<file path="src/rtl/order_packetizer.sv">
// order_packetizer: turns price words from the upstream core into 3-beat
// AXI-Stream order messages (header, price, quantity) when a price crosses
// the buy or sell threshold. A small FIFO absorbs order-link backpressure.
module order_packetizer #(
  parameter int          FIFO_DEPTH = 4,
  parameter logic [7:0]  MAGIC      = 8'hA5
) (
  input  logic        clk,
  input  logic        rst_n,
  input  logic [31:0] s_axis_tdata,
  input  logic        s_axis_tvalid,
  output logic        s_axis_tready,
  output logic [31:0] m_axis_tdata,
  output logic        m_axis_tvalid,
  input  logic        m_axis_tready,
  output logic        m_axis_tlast,
  input  logic        enable,
  input  logic [31:0] buy_threshold,
  input  logic [31:0] sell_threshold,
  input  logic [15:0] order_qty,
  output logic [15:0] order_count,
  output logic [15:0] drop_count,
  output logic        busy
);

  localparam int PTR_W = (FIFO_DEPTH > 1) ? $clog2(FIFO_DEPTH) : 1;
  localparam int CNT_W = $clog2(FIFO_DEPTH + 1);

  typedef enum logic [1:0] {
    IDLE  = 2'd0,
    HDR   = 2'd1,
    PRICE = 2'd2,
    QTY   = 2'd3
  } state_t;

  // FIFO storage and bookkeeping
  logic [31:0]      mem_q [FIFO_DEPTH];
  logic [PTR_W-1:0] wrPtr_q, rdPtr_q;
  logic [CNT_W-1:0] count_q;
  logic             fifoFull, fifoEmpty, push, pop;
  logic [31:0]      fifoHead;

  // FSM and output registers
  state_t      state_q, state_d;
  logic [31:0] price_q, price_d;
  logic [15:0] qty_q, qty_d;
  logic [15:0] seq_q, seq_d;
  logic [15:0] orderCnt_q, orderCnt_d;
  logic [15:0] dropCnt_q, dropCnt_d;
  logic [31:0] tdata_q, tdata_d;
  logic        tvalid_q, tvalid_d;
  logic        tlast_q, tlast_d;
  logic        isBuy, isSell;

  assign fifoFull      = (count_q == CNT_W'(FIFO_DEPTH));
  assign fifoEmpty     = (count_q == '0);
  assign fifoHead      = mem_q[rdPtr_q];
  assign s_axis_tready = !fifoFull;
  // A full FIFO refuses the word even when a pop frees a slot this cycle.
  assign push          = s_axis_tvalid && !fifoFull;

  // BUY takes priority when both thresholds are satisfied.
  assign isBuy  = enable && (fifoHead <= buy_threshold);
  assign isSell = enable && !isBuy && (fifoHead >= sell_threshold);

  // Storage array has no reset; only the pointers and count define validity.
  always_ff @(posedge clk) begin
    if (push) begin
      mem_q[wrPtr_q] <= s_axis_tdata;
    end
  end

  // FIFO pointers and occupancy; simultaneous push and pop leave count unchanged.
  always_ff @(posedge clk or negedge rst_n) begin
    if (!rst_n) begin
      wrPtr_q <= '0;
      rdPtr_q <= '0;
      count_q <= '0;
    end else begin
      if (push) wrPtr_q <= wrPtr_q + PTR_W'(1);
      if (pop)  rdPtr_q <= rdPtr_q + PTR_W'(1);
      case ({push, pop})
        2'b10:   count_q <= count_q + CNT_W'(1);
        2'b01:   count_q <= count_q - CNT_W'(1);
        default: count_q <= count_q;
      endcase
    end
  end

  // Next-state logic: classify on pop, then walk header/price/qty beats.
  always_comb begin
    state_d    = state_q;
    price_d    = price_q;
    qty_d      = qty_q;
    seq_d      = seq_q;
    orderCnt_d = orderCnt_q;
    dropCnt_d  = dropCnt_q;
    tdata_d    = tdata_q;
    tvalid_d   = tvalid_q;
    tlast_d    = tlast_q;
    pop        = 1'b0;
    case (state_q)
      IDLE: begin
        if (!fifoEmpty) begin
          pop     = 1'b1;
          price_d = fifoHead;
          qty_d   = order_qty;
          if (isBuy || isSell) begin
            state_d  = HDR;
            tvalid_d = 1'b1;
            tlast_d  = 1'b0;
            tdata_d  = {MAGIC, 7'b0, isSell, seq_q};
          end else if (dropCnt_q != 16'hFFFF) begin
            dropCnt_d = dropCnt_q + 16'd1;
          end
        end
      end
      HDR: begin
        if (m_axis_tready) begin
          state_d = PRICE;
          tdata_d = price_q;
        end
      end
      PRICE: begin
        if (m_axis_tready) begin
          state_d = QTY;
          tdata_d = {16'h0, qty_q};
          tlast_d = 1'b1;
        end
      end
      QTY: begin
        if (m_axis_tready) begin
          state_d  = IDLE;
          tvalid_d = 1'b0;
          tlast_d  = 1'b0;
          tdata_d  = '0;
          seq_d    = seq_q + 16'd1;
          if (orderCnt_q != 16'hFFFF) begin
            orderCnt_d = orderCnt_q + 16'd1;
          end
        end
      end
      default: state_d = IDLE;
    endcase
  end

  // State, latched order fields, counters and registered stream outputs.
  always_ff @(posedge clk or negedge rst_n) begin
    if (!rst_n) begin
      state_q    <= IDLE;
      price_q    <= '0;
      qty_q      <= '0;
      seq_q      <= '0;
      orderCnt_q <= '0;
      dropCnt_q  <= '0;
      tdata_q    <= '0;
      tvalid_q   <= 1'b0;
      tlast_q    <= 1'b0;
    end else begin
      state_q    <= state_d;
      price_q    <= price_d;
      qty_q      <= qty_d;
      seq_q      <= seq_d;
      orderCnt_q <= orderCnt_d;
      dropCnt_q  <= dropCnt_d;
      tdata_q    <= tdata_d;
      tvalid_q   <= tvalid_d;
      tlast_q    <= tlast_d;
    end
  end

  assign m_axis_tdata  = tdata_q;
  assign m_axis_tvalid = tvalid_q;
  assign m_axis_tlast  = tlast_q;
  assign order_count   = orderCnt_q;
  assign drop_count    = dropCnt_q;
  assign busy          = (state_q != IDLE) || !fifoEmpty;

endmodule

</file>
<file path="config.mk">
export PLATFORM = sky130hd
export DESIGN_NAME = order_packetizer
export DESIGN_NICKNAME = d
export VERILOG_FILES = /design/src/rtl/order_packetizer.sv
export SDC_FILE = /design/constraint.sdc
export NUM_CORES = 1
export LEC_CHECK = 0
export BUFFER_PORTS_ARGS = -buffer_cell sky130_fd_sc_hd__buf_2
export CORE_AREA = 2 2 165 135
export DETAILED_ROUTE_END_ITERATION = 7
export DIE_AREA = 0 0 167 137
export GPL_ROUTABILITY_DRIVEN = 0
export HOLD_SLACK_MARGIN = 0.02
export PLACE_DENSITY = 0.82
export SLEW_MARGIN = 40
export SYNTH_ARGS = -nofsm -noshare
export SYNTH_HDL_FRONTEND = slang
export SYNTH_SLANG_ARGS = --single-unit
</file>
<file path="constraint.sdc">
create_clock -name clk -period 11 [get_ports clk]
set_input_delay 2.2 -clock clk [delete_from_list [all_inputs] [get_ports clk]]
set_output_delay 2.2 -clock clk [all_outputs]
set_load 0.02 [all_outputs]
</file>
# Word-level counts from Yosys, hierarchy flattened
# Memory sizes are Yosys's and may differ from the RTL's.
# Cells that the tools add are included.
# totals
ff_bits	139
ram_bits	128
in_bits	117
out_inout_bits	68
word_cells	84
mem_count	1
# classes
addsub	7
n_lt_le_gt_ge	2
eq_ne	13
mux	25
n_bitwise	2
reduce_logical	22
# memory_table
memory	words	width	rd	rd_clocked_by_memory_dff	wr	line_no	source
mem_q	4	32	1	0	1	37	logic [31:0] mem_q [FIFO_DEPTH];
# ops
operator	n
two-way mux 32 bit	5
one-hot mux 32 bit (4 select lines)	1
adder 16 x 1 -> 16 bit (second input constant)	3
>= comparator 32 bit	1
<= comparator 32 bit	1
!= test 16 bit (second input constant)	2
two-way mux 1 bit	10
two-way mux 2 bit	5
!= test 2 bit (second input constant)	5
AND reduction 5 bit	2
one-hot mux 2 bit (4 select lines)	1
AND reduction 4 bit	2
== test 2 bit (second input constant)	3
one-hot mux 3 bit (2 select lines)	1
nonzero test 2 bit	3
adder 2 x 1 -> 2 bit (second input constant)	2
== test 2 x 1 -> 1 bit (second input constant)	2
logical AND 1 bit	4
AND reduction 2 bit	2
adder 3 x 1 -> 3 bit (second input constant)	1
== test 3 bit (second input constant)	1
zero test 1 bit	3
zero test 3 bit	1
one-hot mux 1 bit (3 select lines)	1
7 further kinds	9

# Logic depth before layout (Yosys ltp)
# Gate-level depths: netlist of run 1.
# An unclocked memory read counts as a cell.
# logic_depth
word_depth	10
ltp_mapped	13
mapped_depth_nobuf	11

# Worst setup path before layout of run 1
# OpenSTA, ideal clock, no wires.
# synth_timing
path_kind	input to register
startpoint	in buy_threshold[1]
endpoint	reg tdata_q[10], in the netlist m_axis_tdata[10]
setup_time_ps	125
arrival_time_ps	4450
required_time_ps	10875
setup_slack_ps	6424
cell_stages	11
path_buffers	1
path_cell_list	inv_1 ha_1 nor2b_1 o211ai_1 a2111oi_0 or4b_1 o211ai_2 o211ai_4 a21oi_4 buf_6 mux2_4
# synth_between
elab_chain_len	8
# synth_lines
item	line_no	source
start: declaration	18	input logic [31:0] buy_threshold,
<= comparator 32 bit (*)	63	assign isBuy = enable && (fifoHead <= buy_threshold);
logical AND 1 bit (*)	63	
zero test 1 bit	64	assign isSell = enable && !isBuy && (fifoHead >= sell_threshold);
logical AND 1 bit (2 in a row)	64	
logical OR 1 bit (*)	108	if (isBuy || isSell) begin
!= test 2 bit (no line) (*)	-	
AND reduction 5 bit (no line) (*)	-	
end signal: assignment	166	tdata_q <= tdata_d;
end: declaration	50	logic [31:0] tdata_q, tdata_d;
# Mark *: on every way between the ends. The rest lies on a longest branch, timed or not.
# A chain may end at the register's enable or synchronous reset.

# Final worst setup path of run 1
# layout_timing
startpoint	in buy_threshold[14]
endpoint	reg tdata_q[0], in the netlist m_axis_tdata[0]
# Same word-level chain as after synthesis.

==> results of run 1 <==
## worst min path at each step
stage                      startpoint           to  slack [ps]  cells after the start
after floorplan           price_q[16]  price_q[16]         450                      2
after global placement    price_q[27]  price_q[27]         460                      2
after detailed placement  price_q[30]  price_q[30]         460                      2
after CTS                 price_q[30]  price_q[30]         480                      2
after global routing         qty_q[8]     qty_q[8]         490                      2
final                     price_q[25]  price_q[25]         480                      2
## area by class of cell
type | count | area, sq um | share of cell area
Multi-Input combinational cell | 619 | 4720 | 0.324
Inverter | 91 | 342 | 0.0235
Tap cell | 275 | 344 | 0.0236
Antenna cell | 1 | 2.50 | 0.000172
Clock buffer | 35 | 736 | 0.0506
Clock inverter | 10 | 53.8 | 0.00370
Timing Repair Buffer | 195 | 1030 | 0.0710
Sequential cell | 267 | 7320 | 0.503
## power groups by stage
stage / clock network (mW) / registers, mW / logic, mW
finish: 0.823 / 1.50 / 1.59
CTS: 0.837 / 1.51 / 1.57
floorplan: 0 / 1.53 / 1.09
global route: 0.874 / 1.52 / 1.77
detailed placement: 0 / 1.52 / 1.56
global placement: 0 / 1.51 / 1.50
## layer usage
metal | share of wire | GRT usage
met1 | 0.45 | 0.347
met2 | 0.45 | 0.384
met3 | 0.070 | 0.0468
met4 | 0.031 | 0.0694
met5 | 0.00076 | 0
## sequential cells by signal, indices dropped and copies added (netlist names)
name	flops
wrPtr_q	2
rdPtr_q	2
m_axis_tdata	32
seq_q	16
price_q	32
order_count	16
m_axis_tvalid	1
drop_count	16
count_q	3
qty_q	16
mem_q	128
state_q	2
m_axis_tlast	1
## layout by cell type (no fill, tap or decap), types with 5 or more instances in the layout
cell	instances
nand2_1	204
buf_2	183
dfrtp_1	137
edfxtp_1	128
inv_1	91
ha_1	78
xnor2_1	43
mux4_2	32
nand3_1	30
a21oi_1	27
clkbuf_16	27
o21ai_0	26
nand4_1	26
a22oi_1	17
mux2i_1	17
and3_1	14
mux2_4	14
nor2_1	13
buf_4	9
xor2_1	8
and2_1	7
nor3_1	7
mux2_2	7
a21o_1	6
clkbuf_1	5
## synthesized netlist by cell type (4+ instances only)
cell / instances / area (sq um)
nand2_1: 204 / 766
dfrtp_1: 139 / 3480
edfxtp_1: 128 / 3840
inv_1: 91 / 342
ha_1: 78 / 976
xnor2_1: 43 / 377
mux4_2: 32 / 721
nand3_1: 30 / 150
a21oi_1: 27 / 135
nand4_1: 26 / 163
o21ai_0: 26 / 130
clkbuf_1: 25 / 93.8
a22oi_1: 17 / 128
mux2i_1: 17 / 170
and3_1: 14 / 87.6
mux2_4: 14 / 210
nor2_1: 13 / 48.8
xor2_1: 8 / 70.1
and2_1: 7 / 43.8
mux2_2: 7 / 78.8
nor3_1: 7 / 35.0
a21o_1: 6 / 45.0
buf_1: 6 / 22.5
a211oi_1: 4 / 30.0
nor2b_1: 4 / 25.0
## critical path, cell delays in order
cell      delay [ps]
buf_2            100
inv_1             50
ha_1             320
a21oi_1          150
nand2_1           60
a21oi_1          170
or4b_1           530
o211ai_2         310
o211ai_4         170
a21oi_4          160
buf_4            480
mux2_2           400
## metrics by stage
stage / util / hold slack (ps) / cell area (sq um) / std cells / power [mW]
after floorplan: - / 446 / 12500 / 1012 / 2.61
after global placement: 0.647 / 459 / 13700 / 1446 / 3.01
after detailed placement: 0.648 / 463 / 13700 / 1446 / 3.08
after CTS: 0.685 / 478 / 14500 / 1491 / 3.92
after global routing: 0.686 / 494 / 14600 / 1492 / 4.17
final: 0.686 / 478 / 14600 / 1493 / 3.91
## kinds of logic after synthesis
group,after synthesis,share of synthesized area
adder cells (fa/ha/maj),79,0.0795
AND/OR/NAND/NOR,320,0.115
buffers and inverters,126,0.0394
multiplexers,70,0.0942
XOR/XNOR,51,0.0357
flip-flops,267,0.585
AO/OA/AOI/OAI,99,0.0519
==> flow_summary.html, run 1 <==
<table>
<tr><th>Metric</th><th>Value</th></tr>
<tr><th colspan="2">Run status</th></tr>
<tr><td>Run status</td><td>complete, no violations</td></tr>
<tr><th colspan="2">Timing</th></tr>
<tr><td>Slew at the pin closest to its max-slew limit</td><td>~850 ps</td></tr>
<tr><td>Highest clock rate</td><td>210 MHz</td></tr>
<tr><td>Relative max-transition margin</td><td>0.435</td></tr>
<tr><td>Number of hold-slack violations in the final timing report</td><td>0</td></tr>
<tr><td>Final total negative setup slack</td><td>0 ps</td></tr>
<tr><td>Unrepaired setup endpoints after global routing</td><td>no</td></tr>
<tr><td>Pins over their slew limit</td><td>0</td></tr>
<tr><td>Final min period</td><td>4750 ps</td></tr>
<tr><td>Final critical-path setup slack</td><td>between 6000 and 7000 ps</td></tr>
<tr><td>Clock skew</td><td>8.36 ps</td></tr>
<tr><td>Number of setup violations in the final report</td><td>0</td></tr>
<tr><td>Final Cycle Share</td><td>0.432</td></tr>
<tr><th colspan="2">Run</th></tr>
<tr><td>Max Cap Viol</td><td>0</td></tr>
<tr><th colspan="2">Global route</th></tr>
<tr><td>Initial antenna violation count</td><td>3</td></tr>
<tr><td>Global-route total usage across every layer</td><td>0.243</td></tr>
<tr><td>Total overflow reported by the global router</td><td>0</td></tr>
<tr><td>Global-route wire length before repair</td><td>43500 microns</td></tr>
<tr><td>Via count of the first global-routing pass</td><td>8381</td></tr>
<tr><td>Maximum number of pins on one net before global-route repair</td><td>80</td></tr>
<tr><th colspan="2">Critical path</th></tr>
<tr><td>Critical path launch point</td><td>buy_threshold[14]</td></tr>
<tr><td>End of the worst register-to-register path</td><td>m_axis_tdata[0]</td></tr>
<tr><td>Crit Path Max Fanout</td><td>34</td></tr>
<tr><td>Setup crit start kind</td><td>input port</td></tr>
<tr><td>Category of the critical setup timing path</td><td>input port to flip-flop</td></tr>
<tr><td>Launch point of the worst reg-to-reg path</td><td>rdPtr_q[0]</td></tr>
<tr><td>Cell count of the worst reg-to-reg path</td><td>12</td></tr>
<tr><td>Required time at the endpoint of the critical path</td><td>approximately 11000 ps</td></tr>
<tr><td>Critical path endpoint category</td><td>flip-flop</td></tr>
<tr><td>Critical path data arrival time</td><td>approximately 5200 ps</td></tr>
<tr><td>Critical path destination</td><td>m_axis_tdata[0]</td></tr>
<tr><td>Reg2Reg Setup Slack</td><td>around 6500 ps</td></tr>
<tr><th colspan="2">Detailed routing</th></tr>
<tr><td>Detailed-route wire length per cell</td><td>18.6 microns</td></tr>
<tr><td>Vias</td><td>8376</td></tr>
<tr><td>Detailed-routing iteration count for the pre-antenna-repair pass</td><td>5</td></tr>
<tr><td>Remaining number of nets flagged by the antenna check after routing</td><td>0</td></tr>
<tr><td>Vias per std cell</td><td>5.61</td></tr>
<tr><td>Total wirelength of the detailed-routed design</td><td>27800 microns</td></tr>
<tr><td># DRC</td><td>0</td></tr>
<tr><td>First DRT Iteration DRCs</td><td>roughly 760</td></tr>
<tr><th colspan="2">Synthesis</th></tr>
<tr><td>Syn. warnings</td><td>0</td></tr>
<tr><td>Post-synth net total</td><td>1208</td></tr>
<tr><td>Synthesized area divided by synthesized cell count</td><td>approximately 12 sq um</td></tr>
<tr><td>Most used DFF post-synth</td><td>dfrtp_1</td></tr>
<tr><td>Sequential area share after synthesis</td><td>0.585</td></tr>
<tr><td>Share of flip-flops with an asynchronous set or reset after synthesis</td><td>0.521</td></tr>
<tr><td>Count of flip-flops with a built-in enable after synthesis</td><td>~130</td></tr>
<tr><td>Area of the mapped netlist</td><td>12500 sq um</td></tr>
<tr><td>Syn Inst Count</td><td>1012</td></tr>
<tr><td>Netlist cell types</td><td>54</td></tr>
<tr><td>Number of synthesized register bits</td><td>267</td></tr>
<tr><th colspan="2">Placement</th></tr>
<tr><td>DPL Wire Length</td><td>19500 microns</td></tr>
<tr><td>Worst slack at placement</td><td>roughly 5700 ps</td></tr>
<tr><td>Count of port buffers added during placement</td><td>184</td></tr>
<tr><th colspan="2">Pwr</th></tr>
<tr><td>Worst supply voltage drop on vdd</td><td>0.178 mV</td></tr>
<tr><td>Sequential Power Share</td><td>0.382</td></tr>
<tr><td>Design internal power</td><td>2.44 mW</td></tr>
<tr><td>Proportion of power drawn by combinational gates</td><td>0.407</td></tr>
<tr><td>LEAKAGE</td><td>6.74 nW</td></tr>
<tr><td>Switching power</td><td>1.47 mW</td></tr>
<tr><td>Sw Ratio</td><td>0.376</td></tr>
<tr><td>Pwr Density</td><td>269 nW/um^2</td></tr>
<tr><td>Proportion of power drawn by the clock network</td><td>0.210</td></tr>
<tr><th colspan="2">Floorplanning</th></tr>
<tr><td>Site row count</td><td>48</td></tr>
<tr><td>Initial Utilization</td><td>0.591</td></tr>
<tr><td>Width of the chip</td><td>167 microns</td></tr>
<tr><td>Boundary pin count</td><td>185</td></tr>
<tr><td>Core Region</td><td>21200 sq um</td></tr>
<tr><td>Area of the die</td><td>roughly 23000 sq um</td></tr>
<tr><td>Die height</td><td>137 microns</td></tr>
<tr><th colspan="2">Clock network</th></tr>
<tr><td>Clock-pin slew on the worst setup and hold paths</td><td>60 ps</td></tr>
<tr><td>Max clock buf depth</td><td>3</td></tr>
<tr><td>Number of H-tree levels</td><td>1</td></tr>
<tr><td>Clock latency reported for the late side of the worst-skew pair</td><td>520 ps</td></tr>
<tr><td>Clk root buf</td><td>clkbuf_16</td></tr>
<tr><td>Resize count post-CTS</td><td>0</td></tr>
<tr><td>Count of hold buffers inserted by post-cts repair</td><td>0</td></tr>
<tr><td>Number of post-CTS setup repair buffers</td><td>0</td></tr>
<tr><td>Inserted Clock Buffers</td><td>26</td></tr>
<tr><td>Number of clock sinks</td><td>around 270</td></tr>
<tr><td>TritonCTS clock tree</td><td>done</td></tr>
<tr><th colspan="2">Layout</th></tr>
<tr><td>Fill cells</td><td>1508</td></tr>
<tr><td>Layout net count</td><td>~1400</td></tr>
<tr><td>Fraction of layout instances using a drive strength above 1</td><td>0.242</td></tr>
<tr><td>Relative area change from synthesis to final layout</td><td>16.2%</td></tr>
<tr><th colspan="2">Min path</th></tr>
<tr><td>Worst hold path type</td><td>flip-flop to flip-flop</td></tr>
</table>
No activity file was read; power rests on OpenSTA's default activity.
==> run 2, diff against run 1 <==
--- a/config.mk
+++ b/config.mk
@@ -6,12 +6,12 @@
 export NUM_CORES = 1
 export LEC_CHECK = 0
 export BUFFER_PORTS_ARGS = -buffer_cell sky130_fd_sc_hd__buf_2
-export CORE_AREA = 2 2 165 135
+export CORE_AREA = 2 2 169 138
 export DETAILED_ROUTE_END_ITERATION = 7
-export DIE_AREA = 0 0 167 137
+export DIE_AREA = 0 0 171 140
 export GPL_ROUTABILITY_DRIVEN = 0
 export HOLD_SLACK_MARGIN = 0.02
-export PLACE_DENSITY = 0.82
+export PLACE_DENSITY = 0.79
 export SLEW_MARGIN = 40
 export SYNTH_ARGS = -nofsm -noshare
 export SYNTH_HDL_FRONTEND = slang
==> constraint.sdc (replaced) <==
create_clock -name clk -period 5 [get_ports clk]
set_input_delay 1 -clock clk [delete_from_list [all_inputs] [get_ports clk]]
set_output_delay 1 -clock clk [all_outputs]
set_load 0.02 [all_outputs]
==> run 2 against run 1 <==
Combinational power rose by 120%. Clock skew rose by 5.2 ps. Utilization fell by 2.4 points. Register-to-register slack got worse by 5800 ps. Sequential power rose by 120%. Die area rose by 4.6%. Global-route usage barely moved. Critical path type is now flip-flop to flip-flop. Largest power group unchanged. Highest routed layer is now met4.
==> flow_summary.html, run 2 (same netlist as run 1, synthesis figures left out) <==
<table>
<tr><th>Metric</th><th>Value</th></tr>
<tr><th colspan="2">Timing</th></tr>
<tr><td>Pins over their slew limit</td><td>0</td></tr>
<tr><td>Highest clock rate</td><td>230 MHz</td></tr>
<tr><td>Final total negative setup slack</td><td>0 ps</td></tr>
<tr><td>Unrepaired setup endpoints after global routing</td><td>no</td></tr>
<tr><td>Final min period</td><td>4340 ps</td></tr>
<tr><td>Clock skew</td><td>13.5 ps</td></tr>
<tr><td>Relative max-transition margin</td><td>0.519</td></tr>
<tr><td>Slew at the pin closest to its max-slew limit</td><td>slightly above 700 ps</td></tr>
<tr><td>Final Cycle Share</td><td>0.868</td></tr>
<tr><td>Number of setup violations in the final report</td><td>0</td></tr>
<tr><td>Number of hold-slack violations in the final timing report</td><td>0</td></tr>
<tr><th colspan="2">Global route</th></tr>
<tr><td>Via count of the first global-routing pass</td><td>8463</td></tr>
<tr><td>Initial antenna violation count</td><td>6</td></tr>
<tr><td>Global-route wire length before repair</td><td>roughly 45000 microns</td></tr>
<tr><td>Maximum number of pins on one net before global-route repair</td><td>68</td></tr>
<tr><td>Total overflow reported by the global router</td><td>0</td></tr>
<tr><td>Global-route total usage across every layer</td><td>0.242</td></tr>
<tr><th colspan="2">Run status</th></tr>
<tr><td>Run status</td><td>complete, no violations</td></tr>
<tr><th colspan="2">Critical path</th></tr>
<tr><td>Critical path endpoint category</td><td>flip-flop</td></tr>
<tr><td>Critical path destination</td><td>m_axis_tdata[1]</td></tr>
<tr><td>Critical path data arrival time</td><td>4750 ps</td></tr>
<tr><td>Cell count of the worst reg-to-reg path</td><td>13</td></tr>
<tr><td>Cell with the biggest individual delay on the critical path</td><td>dfrtp_2</td></tr>
<tr><td>Crit Path Max Fanout</td><td>31</td></tr>
<tr><td>Launch point of the worst reg-to-reg path</td><td>rdPtr_q[0]</td></tr>
<tr><td>Delay of the slowest cell on the worst path</td><td>630 ps</td></tr>
<tr><td>Logic depth of the worst path, buffers included</td><td>13</td></tr>
<tr><td>Category of the critical setup timing path</td><td>flip-flop to flip-flop</td></tr>
<tr><td>Cell family with most CP delay</td><td>compound AO/OA/AOI/OAI gates</td></tr>
<tr><td>Reg2Reg Setup Slack</td><td>between 600 and 700 ps</td></tr>
<tr><td>Setup crit start kind</td><td>flip-flop</td></tr>
<tr><td>End of the worst register-to-register path</td><td>m_axis_tdata[1]</td></tr>
<tr><td>Critical path launch point</td><td>rdPtr_q[0]</td></tr>
<tr><td>Required time at the endpoint of the critical path</td><td>5410 ps</td></tr>
<tr><td>Worst path bufs/invs</td><td>3</td></tr>
<tr><td>Critical-path cell list</td><td>buf_12, mux4_2, inv_1, ha_1, nor2b_1, o211ai_1, a2111oi_0, or4b_1, o211ai_2, o211ai_4, a21oi_4, buf_4, mux2_2</td></tr>
<tr><th colspan="2">Placement</th></tr>
<tr><td>DPL Wire Length</td><td>20400 microns</td></tr>
<tr><td>Count of port buffers added during placement</td><td>184</td></tr>
<tr><td>Total cell area at the placement stage</td><td>around 14000 sq um</td></tr>
<tr><th colspan="2">Clock network</th></tr>
<tr><td>Max clock buf depth</td><td>3</td></tr>
<tr><td>Clk root buf</td><td>clkbuf_16</td></tr>
<tr><td>Number of post-CTS setup repair buffers</td><td>0</td></tr>
<tr><td>Resize count post-CTS</td><td>0</td></tr>
<tr><td>Inserted Clock Buffers</td><td>26</td></tr>
<tr><td>Count of hold buffers inserted by post-cts repair</td><td>0</td></tr>
<tr><td>Clock latency reported for the late side of the worst-skew pair</td><td>~520 ps</td></tr>
<tr><td>Clock-pin slew on the worst setup and hold paths</td><td>about 60 ps</td></tr>
<tr><td>Number of H-tree levels</td><td>1</td></tr>
<tr><td>Number of clock sinks</td><td>267</td></tr>
<tr><td>TritonCTS clock tree</td><td>done</td></tr>
<tr><th colspan="2">Floorplanning</th></tr>
<tr><td>Boundary pin count</td><td>185</td></tr>
<tr><td>Die height</td><td>140 microns</td></tr>
<tr><td>Site row count</td><td>49</td></tr>
<tr><td>Core Region</td><td>22200 sq um</td></tr>
<tr><td>Initial Utilization</td><td>0.564</td></tr>
<tr><td>Area of the die</td><td>23900 sq um</td></tr>
<tr><td>Width of the chip</td><td>around 170 microns</td></tr>
<tr><th colspan="2">Layout</th></tr>
<tr><td>Layout net count</td><td>between 1000 and 1500</td></tr>
<tr><td>Summed area of non-filler cells in the final layout</td><td>14700 sq um</td></tr>
<tr><td>Largest Register</td><td>mem_q</td></tr>
<tr><td>Highest-count cells in the layout ignoring fill and taps</td><td>204 x nand2_1, 183 x buf_2, 138 x dfrtp_1, 128 x edfxtp_1, 91 x inv_1</td></tr>
<tr><td>Fraction of layout instances using a drive strength above 1</td><td>0.245</td></tr>
<tr><td>Largest register FFs</td><td>128</td></tr>
<tr><td>Most common library cell in the layout ignoring fill and taps</td><td>nand2_1</td></tr>
<tr><td>Final core utilization</td><td>0.663</td></tr>
<tr><td>Relative area change from synthesis to final layout</td><td>17.5%</td></tr>
<tr><th colspan="2">Pwr</th></tr>
<tr><td>Worst supply voltage drop on vdd</td><td>roughly 0.37 mV</td></tr>
<tr><td>Pwr Density</td><td>just under 600 nW/um^2</td></tr>
<tr><td>LEAKAGE</td><td>6.79 nW</td></tr>
<tr><td>Total power after layout</td><td>8.78 mW</td></tr>
<tr><th colspan="2">Detailed routing</th></tr>
<tr><td>Vias per std cell</td><td>5.50</td></tr>
<tr><td>Detailed-routing iteration count for the pre-antenna-repair pass</td><td>5</td></tr>
<tr><td>Detailed-route wire length per cell</td><td>about 18 microns</td></tr>
<tr><td>Total wirelength of the detailed-routed design</td><td>28300 microns</td></tr>
<tr><td>Vias</td><td>approximately 8400</td></tr>
<tr><td>Remaining number of nets flagged by the antenna check after routing</td><td>0</td></tr>
<tr><td># DRC</td><td>0</td></tr>
<tr><td>First DRT Iteration DRCs</td><td>643</td></tr>
<tr><th colspan="2">Min path</th></tr>
<tr><td>Worst hold path type</td><td>input port to asynchronous set/reset pin</td></tr>
<tr><th colspan="2">Run</th></tr>
<tr><td>Max Cap Viol</td><td>0</td></tr>
</table>
-- run 2: worst min path at each step --
stage,from,end,cells after the start
finish,rst_n,m_axis_tdata[20],1
global route,price_q[27],price_q[27],2
CTS,rst_n,m_axis_tdata[30],1
detailed placement,price_q[22],price_q[22],2
global placement,price_q[27],price_q[27],2
floorplan,price_q[16],price_q[16],2
-- run 2: final cells by class --
type                       instances  area (sq um)
antenna                            6          15.0
clock buffer                      33           708
clock inverter                    14           186
fill                            1643          7480
inverter                          91           342
multi-input combinational        619          4720
sequential                       267          7320
tap                              306           383
timing repair buffer             197          1040
-- run 2: through the flow --
step / setup WS, ps / hold WS, ps / cells
floorplan: 870 / 446 / 1012
global placement: 727 / 459 / 1480
detailed placement: 639 / 463 / 1480
CTS: 649 / 476 / 1527
global route: 456 / 494 / 1532
finish: 658 / 461 / 1533
-- run 2: power breakdown --
part,internal [mW],switching (mW),total [mW]
registers,2.93,0.356,3.29
clock network,1.21,0.817,2.03
logic,1.41,2.05,3.46
-- run 2: layer usage --
metal | wire length, microns | vias to the layer above | GRT usage
li1 | - | 3960 | -
met1 | 12100 | 4076 | 0.346
met2 | 13100 | 335 | 0.376
met3 | 1990 | 65 | 0.0381
met4 | 1010 | 0 | 0.0977
met5 | 0 | - | 0
